<file path="src/rtl/clock_cfg_sequencer_pkg.sv">
`default_nettype none
// ============================================================================
// Module      : p1v_clk_pkg
// Description : Shared types and constants for the Propeller clock
//               configuration sequencer: sequencer state encoding, CLK
//               register bit positions and default timing values.
// Revision    : 1.0 - initial release
// ============================================================================
package p1v_clk_pkg;

    // Sequencer states; the encoding is fixed so that localparam views of
    // it in the sequencer stay compatible with older tooling.
    typedef enum logic [2:0] {
        BOOT      = 3'd0,
        IDLE      = 3'd1,
        CRES      = 3'd2,
        HALT      = 3'd3,
        RECONF    = 3'd4,
        WAIT_LOCK = 3'd5,
        SETTLE    = 3'd6
    } seq_state_t;

    // CLK register bit positions
    localparam int CFG_RESET     = 7;
    localparam int CFG_PLLENA    = 6;
    localparam int CFG_OSCENA    = 5;
    localparam int CFG_OSCM_HI   = 4;
    localparam int CFG_OSCM_LO   = 3;
    localparam int CFG_CLKSEL_HI = 2;
    localparam int CFG_CLKSEL_LO = 0;
    localparam int CFG_MODE_W    = 7;

    // Default timing
    localparam int              DEF_SYNC_STAGES   = 2;
    localparam int              DEF_STABLE_CYCLES = 16;
    localparam int              DEF_GATE_CYCLES   = 4;
    localparam int              DEF_SETTLE_CYCLES = 64;
    localparam int              DEF_LOCK_TIMEOUT  = 65535;
    localparam int              DEF_RESET_CYCLES  = 32;
    localparam logic [6:0]      DEF_RESET_CFG     = 7'h00;

    // Larger of two integers, used to size the shared sequencer counter.
    function automatic int max2(input int a, input int b);
        return (a > b) ? a : b;
    endfunction

endpackage
`default_nettype wire

</file>
<file path="src/rtl/clock_cfg_sequencer_cfg_sync.sv">
`default_nettype none
// ============================================================================
// Module      : cfg_sync
// Description : Brings the core CLK register and the PLL lock into the
//               sequencer clock domain, detects software reset requests
//               (rising edge of cfg[7]) and qualifies the clock mode once it
//               has held still long enough.
// Revision    : 1.0 - initial release
// ============================================================================
module cfg_sync
    import p1v_clk_pkg::*;
#(
    parameter int SYNC_STAGES   = DEF_SYNC_STAGES,
    parameter int STABLE_CYCLES = DEF_STABLE_CYCLES
) (
    input  logic                  clk,
    input  logic                  rst,
    input  logic [7:0]            cfg,
    input  logic                  pll_locked,
    output logic [CFG_MODE_W-1:0] cfg_s,
    output logic                  cfg_stable,
    output logic                  rst_req,
    output logic                  lock_s
);

    localparam int                c_SW     = $clog2(STABLE_CYCLES + 1);
    localparam logic [c_SW-1:0]   c_STABLE = c_SW'(STABLE_CYCLES);
    localparam logic [c_SW-1:0]   c_ONE    = c_SW'(1);

    logic [7:0]               r_cfg_pipe  [SYNC_STAGES];
    logic [SYNC_STAGES-1:0]   r_lock_pipe;
    logic                     r_rst_prev;
    logic [CFG_MODE_W-1:0]    r_mode_last;
    logic [c_SW-1:0]          r_stab_cnt;
    logic [7:0]               w_cfg_sync;
    logic [CFG_MODE_W-1:0]    w_mode;

    assign w_cfg_sync = r_cfg_pipe[SYNC_STAGES-1];
    assign w_mode     = w_cfg_sync[CFG_MODE_W-1:0];

    // Synchronizer chains for cfg and pll_locked
    always_ff @(posedge clk) begin
        if (rst) begin
            for (int i = 0; i < SYNC_STAGES; i++) begin
                r_cfg_pipe[i] <= '0;
            end
            r_lock_pipe <= '0;
        end else begin
            r_cfg_pipe[0]  <= cfg;
            r_lock_pipe[0] <= pll_locked;
            for (int i = 1; i < SYNC_STAGES; i++) begin
                r_cfg_pipe[i]  <= r_cfg_pipe[i-1];
                r_lock_pipe[i] <= r_lock_pipe[i-1];
            end
        end
    end

    // Previous reset bit for edge detection
    always_ff @(posedge clk) begin
        if (rst) begin
            r_rst_prev <= 1'b0;
        end else begin
            r_rst_prev <= w_cfg_sync[CFG_RESET];
        end
    end

    // Stability filter: a change counts as the first cycle of the new value,
    // so the count equals the number of cycles the current value has held.
    always_ff @(posedge clk) begin
        if (rst) begin
            r_mode_last <= '0;
            r_stab_cnt  <= '0;
        end else begin
            r_mode_last <= w_mode;
            if (w_mode != r_mode_last) begin
                r_stab_cnt <= c_ONE;
            end else if (r_stab_cnt != c_STABLE) begin
                r_stab_cnt <= r_stab_cnt + c_ONE;
            end
        end
    end

    assign cfg_s      = w_mode;
    assign cfg_stable = (r_stab_cnt == c_STABLE) && (w_mode == r_mode_last);
    assign rst_req    = w_cfg_sync[CFG_RESET] & ~r_rst_prev;
    assign lock_s     = r_lock_pipe[SYNC_STAGES-1];

endmodule
`default_nettype wire

</file>
<file path="src/rtl/clock_cfg_sequencer.sv">
`default_nettype none
// ============================================================================
// Module      : clock_cfg_sequencer
// Description : Turns every CLK register change into a gated clock
//               reconfiguration (gate, reprogram, wait for lock, settle) and
//               turns software reset requests into a timed core reset.
// Revision    : 1.0 - initial release
// ============================================================================
module clock_cfg_sequencer
    import p1v_clk_pkg::*;
#(
    parameter int         SYNC_STAGES   = DEF_SYNC_STAGES,
    parameter int         STABLE_CYCLES = DEF_STABLE_CYCLES,
    parameter int         GATE_CYCLES   = DEF_GATE_CYCLES,
    parameter int         SETTLE_CYCLES = DEF_SETTLE_CYCLES,
    parameter int         LOCK_TIMEOUT  = DEF_LOCK_TIMEOUT,
    parameter int         RESET_CYCLES  = DEF_RESET_CYCLES,
    parameter logic [6:0] RESET_CFG     = DEF_RESET_CFG
) (
    input  logic       clock_160,
    input  logic       res,
    input  logic [7:0] cfg,
    input  logic       pll_locked,
    input  logic       rcfg_ack,
    output logic       rcfg_req,
    output logic [6:0] rcfg_cfg,
    output logic       cog_clk_en,
    output logic       core_res,
    output logic       busy,
    output logic       lock_err
);

    // One counter serves every timed state, so it is sized for the longest.
    localparam int c_CNT_MAX = max2(max2(GATE_CYCLES, SETTLE_CYCLES),
                                    max2(LOCK_TIMEOUT, RESET_CYCLES));
    localparam int c_CW      = $clog2(c_CNT_MAX + 1);

    localparam logic [c_CW-1:0] c_CNT_SAT     = c_CW'(c_CNT_MAX);
    localparam logic [c_CW-1:0] c_GATE_LAST   = c_CW'(GATE_CYCLES - 1);
    localparam logic [c_CW-1:0] c_SETTLE_LAST = c_CW'(SETTLE_CYCLES - 1);
    localparam logic [c_CW-1:0] c_LOCK_LAST   = c_CW'(LOCK_TIMEOUT - 1);
    localparam logic [c_CW-1:0] c_RES_LAST    = c_CW'(RESET_CYCLES - 1);

    localparam logic [2:0] c_ST_BOOT      = BOOT;
    localparam logic [2:0] c_ST_IDLE      = IDLE;
    localparam logic [2:0] c_ST_CRES      = CRES;
    localparam logic [2:0] c_ST_HALT      = HALT;
    localparam logic [2:0] c_ST_RECONF    = RECONF;
    localparam logic [2:0] c_ST_WAIT_LOCK = WAIT_LOCK;
    localparam logic [2:0] c_ST_SETTLE    = SETTLE;

    logic [2:0]      r_state;
    logic [c_CW-1:0] r_cnt;
    logic [c_CW-1:0] w_cnt_inc;
    logic            r_rst_pend;
    logic            r_seen_low;
    logic            r_from_boot;
    logic [6:0]      r_cur_cfg;
    logic [6:0]      r_rcfg_cfg;
    logic            r_rcfg_req;
    logic            r_cog_clk_en;
    logic            r_core_res;
    logic            r_lock_err;

    logic [6:0]      w_cfg_s;
    logic            w_cfg_stable;
    logic            w_rst_req;
    logic            w_lock_s;
    logic            w_cfg_ok;

    cfg_sync #(
        .SYNC_STAGES   (SYNC_STAGES),
        .STABLE_CYCLES (STABLE_CYCLES)
    ) u_cfg_sync (
        .clk        (clock_160),
        .rst        (res),
        .cfg        (cfg),
        .pll_locked (pll_locked),
        .cfg_s      (w_cfg_s),
        .cfg_stable (w_cfg_stable),
        .rst_req    (w_rst_req),
        .lock_s     (w_lock_s)
    );

    // Only a settled mode that differs from the active one starts a sequence;
    // anything that changed mid-sequence is re-evaluated here on return.
    assign w_cfg_ok  = w_cfg_stable && (w_cfg_s != r_cur_cfg);
    assign w_cnt_inc = (r_cnt == c_CNT_SAT) ? r_cnt : r_cnt + c_CW'(1);

    // Sequencer state machine with registered outputs (the clock gate enable
    // and reset must be glitch-free).
    always_ff @(posedge clock_160) begin
        if (res) begin
            r_state      <= c_ST_BOOT;
            r_cnt        <= '0;
            r_rst_pend   <= 1'b0;
            r_seen_low   <= 1'b0;
            r_from_boot  <= 1'b0;
            r_cur_cfg    <= RESET_CFG;
            r_rcfg_cfg   <= RESET_CFG;
            r_rcfg_req   <= 1'b0;
            r_cog_clk_en <= 1'b1;
            r_core_res   <= 1'b1;
            r_lock_err   <= 1'b0;
        end else begin
            r_cnt <= w_cnt_inc;
            case (r_state)
                c_ST_BOOT: begin
                    if (w_lock_s) begin
                        r_state     <= c_ST_SETTLE;
                        r_cnt       <= '0;
                        r_from_boot <= 1'b1;
                    end
                end
                c_ST_IDLE: begin
                    if (r_rst_pend) begin
                        r_state    <= c_ST_CRES;
                        r_cnt      <= '0;
                        r_rst_pend <= 1'b0;
                        r_core_res <= 1'b1;
                    end else if (w_cfg_ok) begin
                        r_state      <= c_ST_HALT;
                        r_cnt        <= '0;
                        r_cog_clk_en <= 1'b0;
                        r_rcfg_cfg   <= w_cfg_s;
                    end
                end
                c_ST_CRES: begin
                    if (r_cnt == c_RES_LAST) begin
                        r_state    <= c_ST_IDLE;
                        r_core_res <= 1'b0;
                    end
                end
                c_ST_HALT: begin
                    if (r_cnt == c_GATE_LAST) begin
                        r_state    <= c_ST_RECONF;
                        r_rcfg_req <= 1'b1;
                    end
                end
                c_ST_RECONF: begin
                    if (rcfg_ack) begin
                        r_state    <= c_ST_WAIT_LOCK;
                        r_cnt      <= '0;
                        r_rcfg_req <= 1'b0;
                        r_seen_low <= 1'b0;
                    end
                end
                c_ST_WAIT_LOCK: begin
                    // A lock still high from before reprogramming is stale.
                    if (!w_lock_s) begin
                        r_seen_low <= 1'b1;
                    end
                    if (w_lock_s && r_seen_low) begin
                        r_state <= c_ST_SETTLE;
                        r_cnt   <= '0;
                    end else if (r_cnt == c_LOCK_LAST) begin
                        r_state    <= c_ST_SETTLE;
                        r_cnt      <= '0;
                        r_lock_err <= 1'b1;
                    end
                end
                c_ST_SETTLE: begin
                    if (r_cnt == c_SETTLE_LAST) begin
                        r_state      <= c_ST_IDLE;
                        r_cog_clk_en <= 1'b1;
                        r_core_res   <= 1'b0;
                        r_from_boot  <= 1'b0;
                        if (!r_from_boot) begin
                            r_cur_cfg <= r_rcfg_cfg;
                        end
                    end
                end
                default: begin
                    r_state      <= c_ST_BOOT;
                    r_cnt        <= '0;
                    r_rcfg_req   <= 1'b0;
                    r_cog_clk_en <= 1'b1;
                    r_core_res   <= 1'b1;
                end
            endcase
            // Placed last so a request arriving while a pending one is
            // consumed is still remembered.
            if (w_rst_req && (r_state != c_ST_BOOT)) begin
                r_rst_pend <= 1'b1;
            end
        end
    end

    assign rcfg_req   = r_rcfg_req;
    assign rcfg_cfg   = r_rcfg_cfg;
    assign cog_clk_en = r_cog_clk_en;
    assign core_res   = r_core_res;
    assign lock_err   = r_lock_err;
    assign busy       = (r_state != c_ST_IDLE);

endmodule
`default_nettype wire

</file>
<file path="config.mk">
export PLATFORM = sky130hd
export DESIGN_NAME = clock_cfg_sequencer
export DESIGN_NICKNAME = d
export VERILOG_FILES = /design/src/rtl/clock_cfg_sequencer_pkg.sv /design/src/rtl/clock_cfg_sequencer_cfg_sync.sv /design/src/rtl/clock_cfg_sequencer.sv
export SDC_FILE = /design/constraint.sdc
export NUM_CORES = 1
export LEC_CHECK = 0
export CAP_MARGIN = 25
export CORE_MARGIN = 2
export CORE_UTILIZATION = 63
export CTS_BUF_LIST = sky130_fd_sc_hd__clkbuf_4
export CTS_CLUSTER_DIAMETER = 80
export DETAILED_ROUTE_END_ITERATION = 12
export GPL_TIMING_DRIVEN = 0
export PLACE_DENSITY = 0.82
export SLEW_MARGIN = 20
export SYNTH_ARGS = -nofsm -noshare
export SYNTH_HDL_FRONTEND = slang
export SYNTH_SLANG_ARGS = --single-unit
</file>
<file path="constraint.sdc">
create_clock -name clock_160 -period 5.9 [get_ports clock_160]
set_input_delay 1.18 -clock clock_160 [delete_from_list [all_inputs] [get_ports clock_160]]
set_output_delay 1.18 -clock clock_160 [all_outputs]
set_load 0.01 [all_outputs]
</file>
==> summary.md <==
| Metric | Value |
|---|---|
| Seq/Total Area, Yosys | 47.6% |
| Crit Path Max Fanout | 7 |
| Slowest CP cell | clkdlybuf4s50_1 |
| Synthesized area | 0.00299 sq mm |
| # fillers | 350 |
| Synth Flop Type | dfxtp_1 |
| Clock power share | 29.6% |
| Top Ports | 24 |
| Largest net degree at the start of global routing | 15 |
| GP Congestion | 0.860 |
| CP cell instances | clkbuf_1 -> nor2_1 -> nand2_1 -> clkdlybuf4s50_1 |
| Top cells by count, synth | dfxtp_1 (71), nor2_1 (35), nor2b_1 (29) |
| Initial antenna violation count | 0 |
| PostCTS Resize Cnt | 0 |
| Post-synthesis compound-gate area fraction | 8.66% |
| Storage element area | roughly 0.0014 sq mm |
| PwrDens | 318 mW/mm^2 |
| Total die area | 0.00531 sq mm |
| Setup bufs post-CTS | 0 |
| Netlist cell types | 42 |
| Crit path DAT | 1.95 ns |
| Drt wl/cell | 14.3 microns |
| Worst hold slack | 0.448 ns |
| Sw Pwr | 0.357 mW |
| Main combinational cell family by area after synthesis | simple AND/OR/NAND/NOR gates |
| Syn_nets | 336 |
| PnR worst setup slack | 2.77 ns |
| Post-synth top area cell | dfxtp_1 |
| Worst Hold Class | flip-flop to flip-flop |
| Final #Nets | approximately 370 |
| Core Area | 0.00466 sq mm |
| Simple-Gate Fraction of Synth Area | 27.5% |
| I/O Buffers | 22 |
| Synth Register Bits | 71 |
| Fmax | 0.320 GHz |
| Comb power frac | a little over a fifth |
| Worst Setup End Kind | output port |
| Final min period | 3.13 ns |
| Final count of negative-setup-slack endpoints | 0 |
| DIE HEIGHT | 72.9 microns |
| Sw Share | between 30 and 40% |
| Routed via count | ~2300 |
| Initial DRC Count | roughly 120 |
| Placed cell count | 396 |
| Synth Instances | 320 |
| Cell family with most CP delay | buffers and inverters |
| Total track usage | 24.6% |
| Reg power frac | roughly half |
| Reg clk slew, reported paths | 0.13 ns |
| Starting Density | 64.1% |
| Async set-or-reset flop fraction in the synthesized netlist | 0% |
| Slew HR | a little over half |
| CP peak stage delay | ~0.58 ns |
| Syn_area_per_cell | 9.34 sq um |
| Post-synth top area share | 47.6% |
| Worst skew pair latency | roughly 0.43 ns |
| CP Data Required Time | 4.72 ns |
| Pleak | 1.25 nW |
| Worst-Margin Slew | 0.703 ns |
| Max rail drop VDD | 0.268 mV |
| Reg2reg setup slack | 3.33 ns |
| Area of the multi-input gates | 0.00149 sq mm |
| Utilization after layout | approximately three quarters |
| Place WS | 2.99 ns |
| CTS tree | built |
| Total CTS buffers | 9 |
| Final HPWL DP | 4030 microns |
| Highest routed layer | met4 |
| Sinks on Clock Net | 71 |
| Area Growth Syn to Fin | 14.5% |
| H-tree depth | 3 |
| CP bufs+invs | 2 |
| Metal-1 WL | around 2600 microns |
| Max Clock Skew | roughly 0.011 ns |
| Rows | 25 |
| DR WL met3 | 336 microns |
| Setup tns final | 0 ns |
| Non-Filler Instances | 412 |
| # DRC | 0 |
| Number of global-route vias before repair | 2153 |
| Deepest clock path buffer count | 2 |
| Internal cell power | ~0.73 mW |
| Clk root buf | clkbuf_4 |
| Pre-antenna DRT Iters | 4 |
| Post-Synth Adder-Cell Area | 1.67% |
| RSZ-0062 raised after global routing | no |
| Antenna Violating Nets Remaining | 0 |
| Max_cap viols | 0 |
| Routed vias/inst | 5.69 |
| Slew Viols, Final | 0 |
| Status | finished, final reports clean |
| Top-count cell post-synth | dfxtp_1 |
| Layout cells sized above 1 | 7.26% |
| Global-route wire length before repair | between 9000 and 10000 microns |
| Total grt overflow | 0 |
| Fraction of synthesized area in multiplexers | 2.68% |
| Number of synthesized flops with an enable pin | 0 |
| Worst Setup Start Kind | flip-flop |
| N_diodes | 0 |
| Area contributors post-synth | dfxtp_1 (48%), nor2b_1 (6.1%), xor2_1 (5.0%), nor2_1 (4.4%), xnor2_1 (4.4%) |
| Final Hold Vio Count | 0 |
| Synth Area in XOR/XNOR | 9.38% |
| Drt total wl | approximately 5900 microns |
| Period utilisation layout | 53.0% |
| Met2 Routed Length | 2850 microns |
| CP Class | flip-flop to output port |
| Die width | 72.9 microns |
| CTS Hold Bufs | 0 |
| Yosys warnings | 0 |
[registers in the layout (all words and copies together), names as in the netlist, 2 cells and up]
register                flops
u_cfg_sync.r_mode_last      7
r_state                     3
u_cfg_sync.r_lock_pipe      2
u_cfg_sync.r_stab_cnt       5
r_cnt                      16
r_cur_cfg                   7
rcfg_cfg                    7
u_cfg_sync.r_cfg_pipe      16
[cell usage in the layout (no fill, tap or decap), types with 4 or more instances in the layout]
master           Yosys  final
dfxtp_1             71     71
nor2_1              35     35
nor2b_1             29     29
nand2_1             25     25
clkdlybuf4s50_1      0     22
xor2_1              17     17
nand3_1             17     17
xnor2_1             15     15
clkbuf_1            12     12
a21oi_1             12     12
nor3_1               9      9
clkbuf_4             0      9
mux2i_1              8      8
inv_1                6      6
nand4_1              6      6
and3_1               6      6
o21ai_0              6      6
nor4_1               5      5
a31oi_1              4      4
ha_1                 4      4
[final timing paths]
kind                                             endpoint                                    from  cells after the start
setup / recovery                                     busy                 r_state[2]$_SDFFE_PP0P_                      4
hold / removal    u_cfg_sync.r_cfg_pipe[0][10]$_SDFF_PP0_  u_cfg_sync.r_cfg_pipe[0][2]$_SDFF_PP0_                      1
setup reg to reg                      r_cnt[8]$_SDFF_PP0_                     r_cnt[5]$_SDFF_PP0_                      7
hold reg to reg   u_cfg_sync.r_cfg_pipe[0][10]$_SDFF_PP0_  u_cfg_sync.r_cfg_pipe[0][2]$_SDFF_PP0_                      1
[power groups by stage]
stage | logic (mW) | clock network [mW] | registers, mW
2_1_floorplan | 0.180 | 0 | 0.533
3_3_place_gp | 0.229 | 0 | 0.536
3_5_place_dp | 0.235 | 0 | 0.537
4_1_cts | 0.237 | 0.327 | 0.526
5_1_grt | 0.265 | 0.349 | 0.530
6_report | 0.238 | 0.322 | 0.526
[final cells by class]
class | instances | area share [%]
flip-flops and latches | 71 | 41.5
plain buffers | 14 | 1.57
well taps | 54 | 1.97
clock inverters | 7 | 2.30
multi-input cells | 229 | 43.6
clock buffers | 9 | 1.97
inverters | 6 | 0.658
repair buffers | 22 | 6.43
[logic make-up after synthesis]
| logic type | after synthesis |
|---|---|
| compound gates | 36 |
| xor+xnor | 32 |
| fa+ha+maj | 4 |
| buf+inv | 20 |
| flops | 71 |
| mux | 8 |
| simple gates | 149 |
[stage by stage]
| step | instance area (sq um) | power, mW |
|---|---|---|
| global route | 3420 | 1.14 |
| CTS | 3420 | 1.09 |
| floorplan | 2990 | 0.713 |
| detailed placement | 3280 | 0.772 |
| finish | 3420 | 1.09 |
| global placement | 3280 | 0.766 |
[per-layer routing]
| layer | track usage, % | up-vias |
|---|---|---|
| li1 | - | 1167 |
| met1 | 29.8 | 1108 |
| met2 | 39.1 | 63 |
| met3 | 10.8 | 8 |
| met4 | 8.85 | 0 |
| met5 | 0 | - |
(Power assumes the default switching activity.)
